--- src/rtl/async_fifo_pkg.sv ---
// Shared definitions for both clock-domain halves of the async FIFO.
// Gray/binary helpers operate on a 32-bit container; callers size-cast results.
package async_fifo_pkg;

    localparam int unsigned DEF_WIDTH     = 16;
    localparam int unsigned DEF_PTR_WIDTH = 4;

    typedef logic [31:0] ptr_word_t;

    function automatic ptr_word_t bin2gray(input ptr_word_t b);
        return b ^ (b >> 1);
    endfunction

    // Zero-extended input keeps the upper bits 0, so a full-width prefix XOR is exact.
    function automatic ptr_word_t gray2bin(input ptr_word_t g);
        ptr_word_t b;
        b = '0;
        for (int unsigned i = 0; i < 32; i++) begin
            b[i] = ^(g >> i);
        end
        return b;
    endfunction

endpackage

--- src/rtl/async_fifo_rd_ctrl_if.sv ---
// First-word-fall-through valid/ready stream presented by the FIFO read side.
interface async_fifo_rd_ctrl_if #(
    parameter int WIDTH = 16
);
    logic [WIDTH-1:0] out_data;
    logic             out_valid;
    logic             out_ready;

    modport master (
        output out_data,
        output out_valid,
        input  out_ready
    );

    modport slave (
        input  out_data,
        input  out_valid,
        output out_ready
    );
endinterface

--- src/rtl/ptr_sync.sv ---
// Multi-bit flop synchroniser for Gray-coded pointers; shared by both FIFO domains.
module ptr_sync #(
    parameter int WIDTH  = 5,
    parameter int STAGES = 2
) (
    input  logic             clk,
    input  logic             rst,
    input  logic [WIDTH-1:0] d,
    output logic [WIDTH-1:0] q
);

    logic [STAGES-1:0][WIDTH-1:0] sync_q;

    always_ff @(posedge clk or negedge rst) begin
        if (!rst) begin
            sync_q <= '0;
        end else begin
            sync_q <= {sync_q[STAGES-2:0], d};
        end
    end

    assign q = sync_q[STAGES-1];

endmodule

--- src/rtl/async_fifo_rd_ctrl.sv ---
// Read-domain controller: syncs the write pointer, issues synchronous memory reads and
// presents data FWFT through a head/skid buffer; reports level and almost-empty.
module async_fifo_rd_ctrl
    import async_fifo_pkg::*;
#(
    parameter int WIDTH       = DEF_WIDTH,
    parameter int PTR_WIDTH   = DEF_PTR_WIDTH,
    parameter int SYNC_STAGES = 2,
    parameter int AE_THRESH   = 2
) (
    input  logic                   rd_clk,
    input  logic                   rd_rst,
    input  logic [PTR_WIDTH:0]     wr_ptr_gray,
    output logic [PTR_WIDTH:0]     rd_ptr_gray,
    output logic                   mem_rd_en,
    output logic [PTR_WIDTH-1:0]   mem_rd_addr,
    input  logic [WIDTH-1:0]       mem_rd_data,
    async_fifo_rd_ctrl_if.master   out_if,
    output logic [PTR_WIDTH+1:0]   rd_level,
    output logic                   almost_empty
);

    localparam int PW = PTR_WIDTH + 1;
    localparam int LW = PTR_WIDTH + 2;

    logic [PTR_WIDTH:0]   wr_gray_s;
    logic [PTR_WIDTH:0]   wr_bin_s;
    logic [PTR_WIDTH:0]   rd_ptr_bin;
    logic [PTR_WIDTH:0]   rd_ptr_bin_nxt;
    logic [PTR_WIDTH:0]   mem_words;
    logic [LW-1:0]        level_nxt;

    logic                 inflight;
    logic                 head_valid;
    logic                 skid_valid;
    logic [WIDTH-1:0]     head_data;
    logic [WIDTH-1:0]     skid_data;

    logic [1:0]           occ;
    logic [2:0]           demand;
    logic                 pop;
    logic                 mem_empty;

    ptr_sync #(
        .WIDTH  (PW),
        .STAGES (SYNC_STAGES)
    ) u_wr_sync (
        .clk (rd_clk),
        .rst (rd_rst),
        .d   (wr_ptr_gray),
        .q   (wr_gray_s)
    );

    assign wr_bin_s  = PW'(gray2bin(32'(wr_gray_s)));
    assign mem_empty = (rd_ptr_bin == wr_bin_s);

    assign occ    = 2'(head_valid) + 2'(skid_valid);
    assign pop    = head_valid && out_if.out_ready;
    // Words that will occupy the buffer once the outstanding read lands; never exceeds 2.
    assign demand = 3'(occ) + 3'(inflight) - 3'(pop);

    assign mem_rd_en      = !mem_empty && (demand < 3'd2);
    assign mem_rd_addr    = rd_ptr_bin[PTR_WIDTH-1:0];
    assign rd_ptr_bin_nxt = rd_ptr_bin + PW'(1);

    assign mem_words = wr_bin_s - rd_ptr_bin;
    assign level_nxt = LW'(mem_words) + LW'(occ) + LW'(inflight);

    always_ff @(posedge rd_clk or negedge rd_rst) begin
        if (!rd_rst) begin
            rd_ptr_bin  <= '0;
            rd_ptr_gray <= '0;
            inflight    <= 1'b0;
        end else begin
            inflight <= mem_rd_en;
            if (mem_rd_en) begin
                rd_ptr_bin  <= rd_ptr_bin_nxt;
                rd_ptr_gray <= PW'(bin2gray(32'(rd_ptr_bin_nxt)));
            end
        end
    end

    // A landing word goes to the head when the head is free or draining with an empty skid;
    // otherwise it waits in the skid, which always refills the head first to keep order.
    always_ff @(posedge rd_clk or negedge rd_rst) begin
        if (!rd_rst) begin
            head_valid <= 1'b0;
            skid_valid <= 1'b0;
            head_data  <= '0;
            skid_data  <= '0;
        end else if (pop) begin
            if (skid_valid) begin
                head_data <= skid_data;
                if (inflight) begin
                    skid_data <= mem_rd_data;
                end else begin
                    skid_valid <= 1'b0;
                end
            end else if (inflight) begin
                head_data <= mem_rd_data;
            end else begin
                head_valid <= 1'b0;
            end
        end else if (inflight) begin
            if (!head_valid) begin
                head_data  <= mem_rd_data;
                head_valid <= 1'b1;
            end else begin
                skid_data  <= mem_rd_data;
                skid_valid <= 1'b1;
            end
        end
    end

    always_ff @(posedge rd_clk or negedge rd_rst) begin
        if (!rd_rst) begin
            rd_level     <= '0;
            almost_empty <= 1'b1;
        end else begin
            rd_level     <= level_nxt;
            almost_empty <= (level_nxt <= LW'(AE_THRESH));
        end
    end

    assign out_if.out_data  = head_data;
    assign out_if.out_valid = head_valid;

endmodule

--- src/flat_wrapper.sv ---
// flat-port wrapper written by rule: the top's interface ports become plain ports
module async_fifo_rd_ctrl_flat import async_fifo_pkg::*;
#(
    parameter int WIDTH       = DEF_WIDTH,
    parameter int PTR_WIDTH   = DEF_PTR_WIDTH,
    parameter int SYNC_STAGES = 2,
    parameter int AE_THRESH   = 2
)
  (rd_clk, rd_rst, wr_ptr_gray, rd_ptr_gray, mem_rd_en, mem_rd_addr, mem_rd_data, rd_level, almost_empty, out_if_out_data, out_if_out_valid, out_if_out_ready);
  async_fifo_rd_ctrl_if #(.WIDTH(WIDTH)) out_if_i ();
  input  logic rd_clk;
  input  logic rd_rst;
  input  logic [PTR_WIDTH:0] wr_ptr_gray;
  output logic [PTR_WIDTH:0] rd_ptr_gray;
  output logic mem_rd_en;
  output logic [PTR_WIDTH-1:0] mem_rd_addr;
  input  logic [WIDTH-1:0] mem_rd_data;
  output logic [PTR_WIDTH+1:0] rd_level;
  output logic almost_empty;
  output wire logic [$bits(out_if_i.out_data)-1:0] out_if_out_data;
  output wire logic [$bits(out_if_i.out_valid)-1:0] out_if_out_valid;
  input wire logic [$bits(out_if_i.out_ready)-1:0] out_if_out_ready;
  assign out_if_out_data = out_if_i.out_data;
  assign out_if_out_valid = out_if_i.out_valid;
  assign out_if_i.out_ready = out_if_out_ready;
  async_fifo_rd_ctrl #(.WIDTH(WIDTH), .PTR_WIDTH(PTR_WIDTH), .SYNC_STAGES(SYNC_STAGES), .AE_THRESH(AE_THRESH)) u_core (.rd_clk(rd_clk), .rd_rst(rd_rst), .wr_ptr_gray(wr_ptr_gray), .rd_ptr_gray(rd_ptr_gray), .mem_rd_en(mem_rd_en), .mem_rd_addr(mem_rd_addr), .mem_rd_data(mem_rd_data), .out_if(out_if_i), .rd_level(rd_level), .almost_empty(almost_empty));
endmodule
--- config.mk ---
export PLATFORM = sky130hd
export DESIGN_NAME = async_fifo_rd_ctrl_flat
export DESIGN_NICKNAME = d
export VERILOG_FILES = /design/src/rtl/async_fifo_pkg.sv /design/src/rtl/async_fifo_rd_ctrl_if.sv /design/src/rtl/ptr_sync.sv /design/src/rtl/async_fifo_rd_ctrl.sv /design/src/flat_wrapper.sv
export SDC_FILE = /design/constraint.sdc
export NUM_CORES = 1
export LEC_CHECK = 0
export CAP_MARGIN = 10
export CORE_ASPECT_RATIO = 0.8
export CORE_MARGIN = 2
export CORE_UTILIZATION = 45
export DETAILED_ROUTE_END_ITERATION = 7
export PLACE_DENSITY = 0.71
export SLEW_MARGIN = 20
export SYNTH_ARGS = -nofsm -noshare
export SYNTH_HDL_FRONTEND = slang
export SYNTH_SLANG_ARGS = --single-unit
export TNS_END_PERCENT = 10
--- constraint.sdc ---
create_clock -name rd_clk -period 3.7 [get_ports rd_clk]
set_input_delay 0.74 -clock rd_clk [delete_from_list [all_inputs] [get_ports rd_clk]]
set_output_delay 0.74 -clock rd_clk [all_outputs]
set_load 0.005 [all_outputs]
Word-level counts from Yosys, hierarchy flattened
Index checks and enable logic that the tools add are counted.

Register bits after elaboration: 62. Latch bits: 0. Memory bits (writable): 0. Memory bits (read-only): 0. Input port bits: 24. Output and inout bits: 34. Word-level logic and storage cells: 60. Memories: 0.

$add $sub $neg: 7. Multipliers: 0. Divide/modulo/power cells: 0. Order comparisons: 2. Eq/ne operators: 6. Shift-type cells: 0. Multiplexer cells: 18. Bitwise logic cells: 1. Reductions and logical operators: 15.

Operators with widths (number): $reduce_xor A32 Y1 (5); $mux W16 (9); $mux W1 (9); $add A5 B2 Y6 (1); $add A6 B1 Y6 (1); $le A6 B2 Y1 const B (1); $ne A2 B2 Y1 const B (3); $reduce_and A3 Y1 (2); $reduce_bool A2 Y1 (3); $add A5 B1 Y5 const B (1); $eq A5 B5 Y1 (1); $sub A5 B5 Y5 (1); $xor A5 B4 Y5 (1); $ne A2 B1 Y1 const B (2); $reduce_and A4 Y1 (1); $add A2 B1 Y3 (1); $lt A3 B2 Y1 const B (1); $sub A3 B1 Y3 (1); $add A1 B1 Y2 (1); $logic_and A1 B1 Y1 (2); $reduce_and A2 Y1 (1); $logic_not A1 Y1 (1).

Logic depth before layout (Yosys ltp)
Gate-level depths: netlist of run 1.

Word-level depth: 5. Gate-level depth with buffers: 12. Gate-level depth less buffers: 12.

Cells and area by module
Synthesis of run 1 repeated with hierarchy kept, for this count alone.

Cells, all modules: 234. Area, all modules: 2798.9 µm².

By module, submodules not included: async_fifo_rd_ctrl (times used 1, cells an instance 219, area each 2511.2 µm², seq. area each 1277.5 µm²); ptr_sync (times used 1, cells an instance 15, area each 287.8 µm², seq. area each 250.2 µm²).

Worst setup path before layout of run 1
Ideal clock, no wire load.

Path kind: input to output. Start point: in out_if_out_ready. End point: out mem_rd_en. Arrival time: 2.023 ns. Data required time: 2.960 ns. Path slack: 0.937 ns. Cell stages on the path: 7. Path buffers: 0. Cells stage by stage: nand2_1 -> ha_1 -> nand2_1 -> fa_1 -> xnor2_1 -> o311ai_4 -> inv_1.

Word-level cells in the longest chain between the ends: 4.

Ends and longest elaborated chain: start, declared (RTL line flat_wrapper.sv:22) `input wire logic [$bits(out_if_i.out_ready)-1:0] out_if_out_ready;`; $logic_and A1 B1 Y1 (RTL line async_fifo_rd_ctrl.sv:58) `assign pop = head_valid && out_if.out_ready;`; $sub A3 B1 Y3 (RTL line async_fifo_rd_ctrl.sv:60) `assign demand = 3'(occ) + 3'(inflight) - 3'(pop);`; $lt A3 B2 Y1 (RTL line async_fifo_rd_ctrl.sv:62) `assign mem_rd_en = !mem_empty && (demand < 3'd2);`; $logic_and A1 B1 Y1 (RTL line async_fifo_rd_ctrl.sv:62); end, declared (RTL line flat_wrapper.sv:15) `output logic mem_rd_en;`.

No other way between the ends.

Worst setup path after layout of run 1
Start point: reg u_core.u_wr_sync.sync_q (netlist bit u_core.u_wr_sync.q[4]). End point: out mem_rd_en.

Word-level cells in the longest chain between the ends: 4. Elaborated cells between the ends (all ways): 8. Classes of those cells: 1 x eq/ne; 7 x reduce/logical.

Ends and longest elaborated chain: start, declared (RTL line ptr_sync.sv:12) `logic [STAGES-1:0][WIDTH-1:0] sync_q;`; start signal, assigned (RTL line ptr_sync.sv:18) `sync_q <= {sync_q[STAGES-2:0], d};`; $reduce_xor A32 Y1 (RTL line async_fifo_pkg.sv:19) `b[i] = ^(g >> i);`; $eq A5 B5 Y1 * (RTL line async_fifo_rd_ctrl.sv:55) `assign mem_empty = (rd_ptr_bin == wr_bin_s);`; $logic_not A1 Y1 * (RTL line async_fifo_rd_ctrl.sv:62); $logic_and A1 B1 Y1 * (RTL line async_fifo_rd_ctrl.sv:62).

Mark *: on every way between the ends. The rest lies on a longest branch, timed or not.

==> metrics.md, run 1 <==
| Metric | Value |
|---|---|
| Final core utilization | `0.6258` |
| I/O pin count | `58` |
| RSZ-0062 raised after global routing | `no` |
| Depth of the worst hold-timing path | `0` |
| Global-route wire length before repair | `7.928 mm` |
| Fmax | `289.7 MHz` |
| Largest family of logic cells by synthesized area | `multiplexers` |
| Clock root buffer | `clkbuf_8` |
| Num rows | `25` |
| Grt met2 use | `0.2165` |
| Gate Count Post-Synth | `232` |
| Hold path startpoint | `u_core.u_wr_sync.sync_q[3]` |
| Xor/xnor share of the synthesized area | `0.07910` |
| PD cells | `1021 nW/um^2` |
| Syn Nets | `270` |
| GRT busiest layer | `met2` |
| Ant. Diodes | `0` |
| Port bufs | `57` |
| Post-synthesis mux area share | `0.1277` |
| Met3 usage | `0.06306` |
| Via density per instance | `4.764` |
| Worst-Margin Slew | `893.1 ps` |
| Crit path time final | `3452 ps` |
| Post-synth EDFFs | `0` |
| FFs w/ async S/R, synth | `1.000` |
| Initial Util | `0.4715` |
| Hold Crit Class | `reg2reg` |
| Total congestion overflow | `0` |
| Worst Hold Path EP | `u_core.u_wr_sync.q[3]` |
| Skew final | `9.882 ps` |
| Peak VDD IR | `0.0003994 V` |
| Fin crit share | `0.9329` |
| Most frequent cells in the layout | `dfrtp_1 (60), clkdlybuf4s50_1 (55), nor2_1 (23)` |
| TritonRoute pass-1 iters | `4` |
| Largest net degree at the start of global routing | `43` |
| Dpl hpwl | `3.464 mm` |
| Die ar. | `6947 um^2` |
| Yosys reg bits | `61` |
| Top_reg_cell synth | `dfrtp_1` |
| Crit path kind | `reg2out` |
| Via count of the first global-routing pass | `1,684` |
| Max Slew Vio Count | `0` |
| Library cells used by synthesis | `35` |
| Die Height | `74.95 um` |
| H-tree levels | `3` |
| Crit path capture type | `output port` |
| Area of the core | `6006 um^2` |
| Initial antenna violation count | `0` |
| Compound-cell area share of the yosys netlist | `0.06673` |
| Die X | `92.69 um` |
| Avg WL per Cell | `12.13 um` |
| Worst skew pair latency | `340 ps` |
| CP Max Fanout | `3` |
| Worst R2R Setup Slack | `800 ps` |
| RD Place Congestion | `0.7528` |
| Share of layout cells above drive strength 1 | `0.1776` |
| Commonest non-fill, non-tap cell in the layout | `dfrtp_1` |
| Arrival time worst endpoint | `2710 ps` |
| Worst R2R End | `u_core.rd_level[4]` |
| Synth Area in Adders | `0.07247` |
| Netlist Area Pre-Place | `2831 um^2` |
| Seq/Total Area, Yosys | `0.5395` |
| Detailed Route Iter0 Violations | `80` |
| LEAKAGE | `1.689 nW` |
| Met1 Use GR | `0.2120` |
| DP Area | `3510 um^2` |
| CTS tree | `yes` |
| Area grow syn2layout | `32.74%` |
| Critical Path RT | `2960 ps` |
| Final WS setup | `248.3 ps` |
| Nets | `337` |
| Max Cap Viol | `0` |
| Average cell area after synthesis | `12.20 um^2` |
| Num CTS Buffers | `9` |
| Clk buf depth | `2` |
| Synth Area in Simple Gates | `0.08705` |
| Clock transition at path regs | `60 ps` |
| Reg-to-reg startpoint | `u_core.u_wr_sync.q[4]` |
| # DRC | `0` |
| Fin. Hold Viols | `0` |
| Yosys warnings | `0` |
| Post-CTS Setup Inserts | `0` |
| WL final | `4.671 mm` |
| Final setup viols | `0` |
| Worst slew margin | `0.4046` |
| Outcome | `complete, no violations` |
| Pre-CTS WS | `-129.2 ps` |
| R2R cell count | `11` |
| Crit start category | `flop` |
| Total GRT Usage | `0.1513` |
| Design area | `3759 um^2` |
| Sink Count | `61` |
| Routed Antenna Nets | `0` |
| Vias | `1,834` |
==> layout make-up <==
type                       instances  area, um^2
timing repair buffer              63       613.1
clock inverter                     5       82.58
fill                             513        2247
tap                               81       101.3
clock buffer                      11       151.4
sequential                        61        1528
inverter                          10       37.54
multi-input combinational        154        1245
==> how the worst max path moves through the flow <==
stage	from	end	slack [ps]
detailed placement	out_if_out_ready	mem_rd_en	-130
CTS	out_if_out_ready	mem_rd_en	5
finish	u_core.u_wr_sync.q[4]	mem_rd_en	250
global route	u_core.u_wr_sync.q[4]	mem_rd_en	90
floorplan	out_if_out_ready	mem_rd_en	940
global placement	out_if_out_ready	mem_rd_en	-60
==> state kept, by name (all words and copies together) (netlist names), 4 cells and up <==
signal / cells
u_core.out_if.out_data: 16
u_core.skid_data: 16
u_core.rd_level: 6
u_core.rd_ptr_gray: 5
u_core.u_wr_sync.q: 5
u_core.u_wr_sync.sync_q: 5
u_core.rd_ptr_bin: 4
==> metrics by stage <==
stage | total power [mW] | cells | setup TNS (ps) | hold slack [ps]
final | 3.838 | 385 | 0 | 346.9
after global routing | 4.178 | 385 | 0 | 355.5
after CTS | 3.898 | 385 | 0 | 350.9
after detailed placement | 3.191 | 369 | -129.2 | 335.6
after global placement | 3.150 | 369 | -63.92 | 334.1
after floorplan | 2.487 | 232 | 0 | 331.2
==> power breakdown <==
group          switching, mW  internal [mW]
Clock                  0.255          0.415
Sequential             0.185          0.979
Combinational          0.913           1.09
Total                   1.35           2.48
==> per-layer routing <==
| metal | vias to the layer above | wire length (um) | part of all wire |
|---|---|---|---|
| met2 | 39 | 2068 | 0.44 |
| li1 | 921 | - | - |
| met4 | 0 | 91 | 0.019 |
| met5 | - | 0 | 0 |
| met3 | 9 | 251 | 0.054 |
| met1 | 865 | 2260 | 0.48 |
==> worst max-delay path, stage by stage (launching register included) <==
cell and delay [ps]:
dfrtp_1 410, xor2_2 230, xor2_2 230, xnor2_2 180, inv_1 80, ha_1 290
nand2_2 80, o311ai_4 310, inv_1 100, clkdlybuf4s50_1 450
==> cell families after synthesis <==
kind of cell | count (synthesis)
compound gates | 32
xor+xnor | 23
simple gates | 51
fa+ha+maj | 14
mux | 34
buf+inv | 17
flops | 61
==> Yosys cell counts (2+ instances only) <==
cell type,count,area [um^2]
a21oi_1,20,100.1
ha_1,10,125.1
nor2_1,23,86.33
xor2_2,2,32.53
xor2_1,8,70.07
buf_2,5,25.02
o21ai_0,8,40.04
inv_1,10,37.54
fa_1,4,80.08
nand2b_1,3,18.77
nand2_1,12,45.04
dfrtp_1,60,1501
mux2i_1,17,170.2
mux2_2,17,191.4
xnor2_1,12,105.1
nand3_1,2,10.01
==> timing repair <==
item,4_1_cts,5_1_grt
gates resized for setup,2,2
endpoints found under the setup margin,1,1
hold buffers,0,0
pin swaps,1,2
Power figures use the tool's default switching activity.
==> run 2: changes to the inputs <==
--- a/config.mk
+++ b/config.mk
@@ -5,12 +5,13 @@
 export SDC_FILE = /design/constraint.sdc
 export NUM_CORES = 1
 export LEC_CHECK = 0
+export ABC_CLOCK_PERIOD_IN_PS = 4300
 export CAP_MARGIN = 10
 export CORE_ASPECT_RATIO = 0.8
 export CORE_MARGIN = 2
-export CORE_UTILIZATION = 45
+export CORE_UTILIZATION = 55
 export DETAILED_ROUTE_END_ITERATION = 7
-export PLACE_DENSITY = 0.71
+export PLACE_DENSITY = 0.85
 export SLEW_MARGIN = 20
 export SYNTH_ARGS = -nofsm -noshare
 export SYNTH_HDL_FRONTEND = slang
==> constraint.sdc (replaced) <==
create_clock -name rd_clk -period 4.3 [get_ports rd_clk]
set_input_delay 0.86 -clock rd_clk [delete_from_list [all_inputs] [get_ports rd_clk]]
set_output_delay 0.86 -clock rd_clk [all_outputs]
set_load 0.005 [all_outputs]
==> metrics.md, run 2 (synthesized netlist as in run 1, its figures left out) <==
| Metric | Value |
|---|---|
| Worst skew pair latency | `340 ps (about the same)` |
| Die ar. | `5742 um^2 (-17%)` |
| Via count of the first global-routing pass | `1,793 (+6.5%)` |
| Gate power share | `0.536 (+0.014)` |
| Internal | `2.045 mW (-18%)` |
| Post-CTS Setup Inserts | `0 (unchanged)` |
| Vias | `1,858 (+1.3%)` |
| Flop pwr share | `0.313 (+0.010)` |
| Max Cap Viol | `0 (unchanged)` |
| Outcome | `complete, no violations` |
| Dpl hpwl | `3.408 mm (-1.6%)` |
| Share of layout cells above drive strength 1 | `0.1595 (-0.01816)` |
| Worst Hold Path EP | `u_core.u_wr_sync.q[2]` |
| R2R cell count | `11 (unchanged)` |
| Clock power frac | `0.151 (-0.024)` |
| Max Slew Vio Count | `0 (unchanged)` |
| Total GRT Usage | `0.1899 (+0.03858)` |
| Clock root buffer | `clkbuf_8` |
| I/O pin count | `58 (unchanged)` |
| Most frequent cells in the layout | `dfrtp_1 (60), clkdlybuf4s50_1 (56), nor2_1 (23)` |
| Via density per instance | `5.118 (+7.4%)` |
| Initial antenna violation count | `0 (unchanged)` |
| Initial Util | `0.5687 (+0.09728)` |
| Die Height | `68.18 um (-9.0%)` |
| Clk buf depth | `2 (unchanged)` |
| RSZ-0062 raised after global routing | `no` |
| Crit path kind | `in2out` |
| Crit path capture type | `output port` |
| Worst-Margin Slew | `807.3 ps (-85.82 ps)` |
| Detailed Route Iter0 Violations | `92 (+15%)` |
| Sw Ratio | `0.3659 (+0.01326)` |
| CP Max Fanout | `5 (+2)` |
| # DRC | `0 (unchanged)` |
| Die X | `84.22 um (-9.1%)` |
| Num CTS Buffers | `9 (unchanged)` |
| Final core utilization | `0.7376 (+0.1118)` |
| Switching power | `1.180 mW (-13%)` |
| Ant. Diodes | `0 (unchanged)` |
| Fillers | `346 (-33%)` |
| Area grow syn2layout | `29.70%` |
| Largest net degree at the start of global routing | `48 (+12%)` |
| Worst R2R Setup Slack | `1360 ps (+560 ps)` |
| Routed Antenna Nets | `0 (unchanged)` |
| Fmax | `240.7 MHz` |
| Hold path startpoint | `u_core.u_wr_sync.sync_q[2]` |
| Crit start category | `primary input` |
| Hold Crit Class | `reg2reg` |
| LEAKAGE | `1.664 nW (-1.5%)` |
| Skew final | `6.810 ps (-3.073 ps)` |
| Total congestion overflow | `0 (unchanged)` |
| Reg-to-reg startpoint | `u_core.u_wr_sync.q[4]` |
| WL final | `4.926 mm (+5.5%)` |
| Storage cell area | `1528 um^2 (unchanged)` |
| Area of the core | `4979 um^2 (-17%)` |
| Clock transition at path regs | `60 ps (about the same)` |
| PD cells | `878.1 nW/um^2 (-14%)` |
| TNS Setup | `0 ps (unchanged)` |
| Fin. Hold Viols | `0 (unchanged)` |
| Num rows | `23 (-8.0%)` |
| Area of the multi-input gates | `1240 um^2 (-0.40%)` |
| Fin crit share | `0.9660` |
| Avg WL per Cell | `13.57 um (+12%)` |
| Port bufs | `57 (unchanged)` |
| Critical Path RT | `3440 ps (+480 ps)` |
| TritonRoute pass-1 iters | `4 (unchanged)` |
| Commonest non-fill, non-tap cell in the layout | `dfrtp_1` |
| RD Place Congestion | `0.8118 (+7.8%)` |
| Final setup viols | `0 (unchanged)` |
| Peak VDD IR | `0.0004377 V (+9.6%)` |
| Arrival time worst endpoint | `3290 ps (+580 ps)` |
| Crit path time final | `4154 ps` |
| Depth of the worst hold-timing path | `0 (unchanged)` |
| CTS tree | `yes` |
| Sink Count | `61 (unchanged)` |
| Worst R2R End | `u_core.rd_level[4]` |
| Nets | `334 (-0.89%)` |
| Global-route wire length before repair | `8.169 mm (+3.0%)` |
| H-tree levels | `3 (unchanged)` |
| Worst slew margin | `0.4618 (+0.05721)` |
## run 2: repair_timing
item,CTS,global route
hold buffers,0,0
setup endpoints to repair,0,1
gates resized for setup,0,1
hold endpoints to repair,0,0
## run 2: how the worst max path moves through the flow
stage,start,end
2_1_floorplan,out_if_out_ready,mem_rd_en
3_3_place_gp,out_if_out_ready,mem_rd_en
3_5_place_dp,out_if_out_ready,mem_rd_en
4_1_cts,out_if_out_ready,mem_rd_en
5_1_grt,out_if_out_ready,mem_rd_en
6_report,out_if_out_ready,mem_rd_en
## run 2: layout make-up
class,count,share of cell area
timing repair buffer,60,0.1629
clock inverter,5,0.01363
inverter,10,0.01022
clock buffer,11,0.03850
sequential,61,0.4160
multi-input combinational,154,0.3376
tap,62,0.02112
## run 2: metal layers
metal  vias up  track usage  part of all wire
li1        912            -                 -
met1       896       0.2359              0.45
met2        39       0.2986              0.49
met3        11      0.06996             0.047
met4         0      0.09476             0.019
met5         -            0                 0
## run 2: critical path: stages
cell	delay [ps]
clkdlybuf4s50_1	570
nand2_1	130
ha_1	290
nand2_1	60
fa_1	410
xnor2_2	240
o311ai_4	130
inv_1	100
clkdlybuf4s50_1	510
## run 2: per-stage QoR
step	worst slack, ps	instance area, um^2	power [mW]	cells	hold slack [ps]
3_3_place_gp	199.1	3456	2.650	346	334.0
3_5_place_dp	99.96	3456	2.721	346	334.7
2_1_floorplan	1297	2831	2.140	232	331.2
4_1_cts	80.51	3647	3.228	362	348.1
5_1_grt	30.13	3672	3.478	363	357.4
6_report	146.1	3672	3.224	363	346.8
## run 2: power by group through the flow
stage / Sequential [mW] / Combinational, mW / Clock (mW)
final: 1.01 / 1.73 / 0.487
after detailed placement: 1.02 / 1.70 / 0
after CTS: 1.01 / 1.71 / 0.502
after floorplan: 1.01 / 1.13 / 0
after global placement: 1.01 / 1.64 / 0
after global routing: 1.05 / 1.90 / 0.526
==> run 3: changes to the inputs <==
--- a/config.mk
+++ b/config.mk
@@ -12,6 +12,7 @@
 export CORE_UTILIZATION = 55
 export DETAILED_ROUTE_END_ITERATION = 7
 export PLACE_DENSITY = 0.85
+export SETUP_SLACK_MARGIN = 0.4
 export SLEW_MARGIN = 20
 export SYNTH_ARGS = -nofsm -noshare
 export SYNTH_HDL_FRONTEND = slang
==> constraint.sdc (replaced) <==
create_clock -name rd_clk -period 4.3 [get_ports rd_clk]
set_input_delay 0.86 -clock rd_clk [delete_from_list [all_inputs] [get_ports rd_clk]]
set_output_delay 0.86 -clock rd_clk [all_outputs]
set_load 0.1 [all_outputs]
==> metrics.md, run 3 (synthesized netlist as in run 1, its figures left out) <==
| Metric | Value |
|---|---|
| Outcome | `complete, no violations` |
| Max stage delay cell, worst path | `fa_1` |
| Max Slew Vio Count | `0 (unchanged)` |
| Vias | `1,868 (+0.54%)` |
| Detailed Route Iter0 Violations | `130 (+41%)` |
| Critical Path RT | `3440 ps (about the same)` |
| CTS tree | `yes` |
| Total GRT Usage | `0.1931 (+0.003180)` |
| Routed Antenna Nets | `0 (unchanged)` |
| Placed instance count | `346 (unchanged)` |
| Area grow syn2layout | `30.93%` |
| I/O pin count | `58 (unchanged)` |
| Final setup viols | `0 (unchanged)` |
| H-tree levels | `3 (unchanged)` |
| Fin crit share | `0.8108 (-0.1552)` |
| Num CTS Buffers | `9 (unchanged)` |
| Met3 usage | `0.06031 (-0.009650)` |
| Crit path buf inv count | `3 (unchanged)` |
| Nets | `334 (unchanged)` |
| Met1 Use GR | `0.2398 (+0.003939)` |
| Worst skew pair latency | `340 ps (about the same)` |
| GRT busiest layer | `met2` |
| RD Place Congestion | `0.8185 (+0.83%)` |
| Sink Count | `61 (unchanged)` |
| Area of the core | `4979 um^2 (unchanged)` |
| Hold Crit Class | `reg2reg` |
| Initial Util | `0.5687 (unchanged)` |
| Via count of the first global-routing pass | `1,796 (+0.17%)` |
| # DRC | `0 (unchanged)` |
| Die Height | `68.18 um (unchanged)` |
| Dpl hpwl | `3.684 mm (+8.1%)` |
| Worst path max stage delay | `410 ps (-160 ps)` |
| Via density per instance | `5.146 (+0.54%)` |
| DP Area | `3466 um^2 (+0.29%)` |
| Port bufs | `57 (unchanged)` |
| CP Max Fanout | `5 (unchanged)` |
| Arrival time worst endpoint | `2630 ps (-660 ps)` |
| Share of layout cells above drive strength 1 | `0.1694 (+0.009967)` |
| Crit path kind | `in2out` |
| Worst-Margin Slew | `990.0 ps (+182.7 ps)` |
| Crit path time final | `3487 ps (-667.3 ps)` |
| Clock transition at path regs | `60 ps (about the same)` |
| Die ar. | `5742 um^2 (unchanged)` |
| Crit start category | `primary input` |
| Worst slew margin | `0.3379 (-0.1239)` |
| Skew final | `7.971 ps (+1.161 ps)` |
| Largest net degree at the start of global routing | `36 (-25%)` |
| Worst-path cell chain | `dlymetal6s2s_1, nand2_1, ha_1, nand2_1, fa_1, xnor2_2, o311ai_4, inv_2, buf_12` |
| Clk buf depth | `2 (unchanged)` |
| Max Cap Viol | `0 (unchanged)` |
| Design area | `3707 um^2 (+0.95%)` |
| Worst R2R Setup Slack | `1390 ps (+30 ps)` |
| Cell mode on critical path | `nand2_1` |
| Initial antenna violation count | `0 (unchanged)` |
| Ant. Diodes | `0 (unchanged)` |
| TNS Setup | `0 ps (unchanged)` |
| Grt met2 use | `0.3095 (+0.01091)` |
| Die X | `84.22 um (unchanged)` |
| Fin. Hold Viols | `0 (unchanged)` |
| Most frequent cells in the layout | `dfrtp_1 (60), clkdlybuf4s50_1 (54), nor2_1 (23)` |
| Avg WL per Cell | `14.18 um (+4.5%)` |
| Commonest non-fill, non-tap cell in the layout | `dfrtp_1` |
| Global-route wire length before repair | `8.217 mm (+0.59%)` |
| Crit path capture type | `output port` |
| Fmax | `286.8 MHz (+19%)` |
| Final Non-Filler Cells | `363 (unchanged)` |
| Num rows | `23 (unchanged)` |
| TritonRoute pass-1 iters | `4 (unchanged)` |
| CP delay by family, top | `adder cells` |
| RSZ-0062 raised after global routing | `no` |
| Total congestion overflow | `0 (unchanged)` |
| Clock root buffer | `clkbuf_8` |
| WL final | `5.147 mm (+4.5%)` |
-- run 3: cell types whose count changed in the layout (fill, tap and decap cells not counted), sizes merged --
cell	delta
buf	+1
bufinv	+1
clkbuf	-1
clkdlybuf4s50	-2
clkinv	-1
clkinvlp	+1
dlymetal6s2s	+1
-- run 3: final cells by class --
type | instances | area [um^2]
flip-flops and latches | 61 | 1528
well taps | 62 | 77.57
inverters | 10 | 37.54
repair buffers | 60 | 600.6
clock inverters | 6 | 86.33
clock buffers | 10 | 137.6
fillers | 350 | 1271
multi-input cells | 154 | 1240
-- run 3: worst reg2reg max path: cells and delay by family, from the launching register on --
family / cells / cell delay (ps)
compound gates: 2 / 300
xor+xnor: 4 / 800
fa+ha+maj: 3 / 900
buf+inv: 1 / 110
flops: 1 / 420
simple gates: 2 / 300
-- run 3: repair_timing --
| action | 4_1_cts | 5_1_grt |
|---|---|---|
| setup buffers | 1 | 0 |
| gates cloned | 0 | 0 |
| hold buffers | 0 | 0 |
| pin swaps | 1 | 0 |
| setup endpoints to repair | 1 | 1 |
| gates resized for setup | 2 | 1 |
-- run 3: final timing paths --
path                                             from                          to  cells past startpoint
max                                  out_if_out_ready                   mem_rd_en                      9
min                        u_core.u_wr_sync.sync_q[3]       u_core.u_wr_sync.q[3]                      0
max reg2reg                     u_core.u_wr_sync.q[4]         u_core.almost_empty                     12
min reg2reg                u_core.u_wr_sync.sync_q[3]       u_core.u_wr_sync.q[3]                      0
max in group asynchronous                      rd_rst           u_core.skid_valid                      2
min in group asynchronous                      rd_rst  u_core.u_wr_sync.sync_q[4]                      1
-- run 3: stage by stage --
| stage | setup WS, ps | utilization | hold WS, ps |
|---|---|---|---|
| 6_report | 813.4 | 0.7447 | 350.5 |
| 5_1_grt | 695.6 | 0.7447 | 361.5 |
| 4_1_cts | 443.4 | 0.7442 | 349.7 |
| 3_5_place_dp | 205.3 | 0.6962 | 335.5 |
| 3_3_place_gp | 342.9 | 0.6962 | 335.1 |
| 2_1_floorplan | 454.6 | - | 331.2 |
-- run 3: layer usage --
layer	vias up	part of all wire
met2	40	0.50
li1	916	-
met4	0	0.018
met5	-	0
met3	9	0.046
met1	903	0.44
Power of run 3 is not shown: default switching activity piles up to over one toggle a cycle in this logic, so the estimate is an artifact.
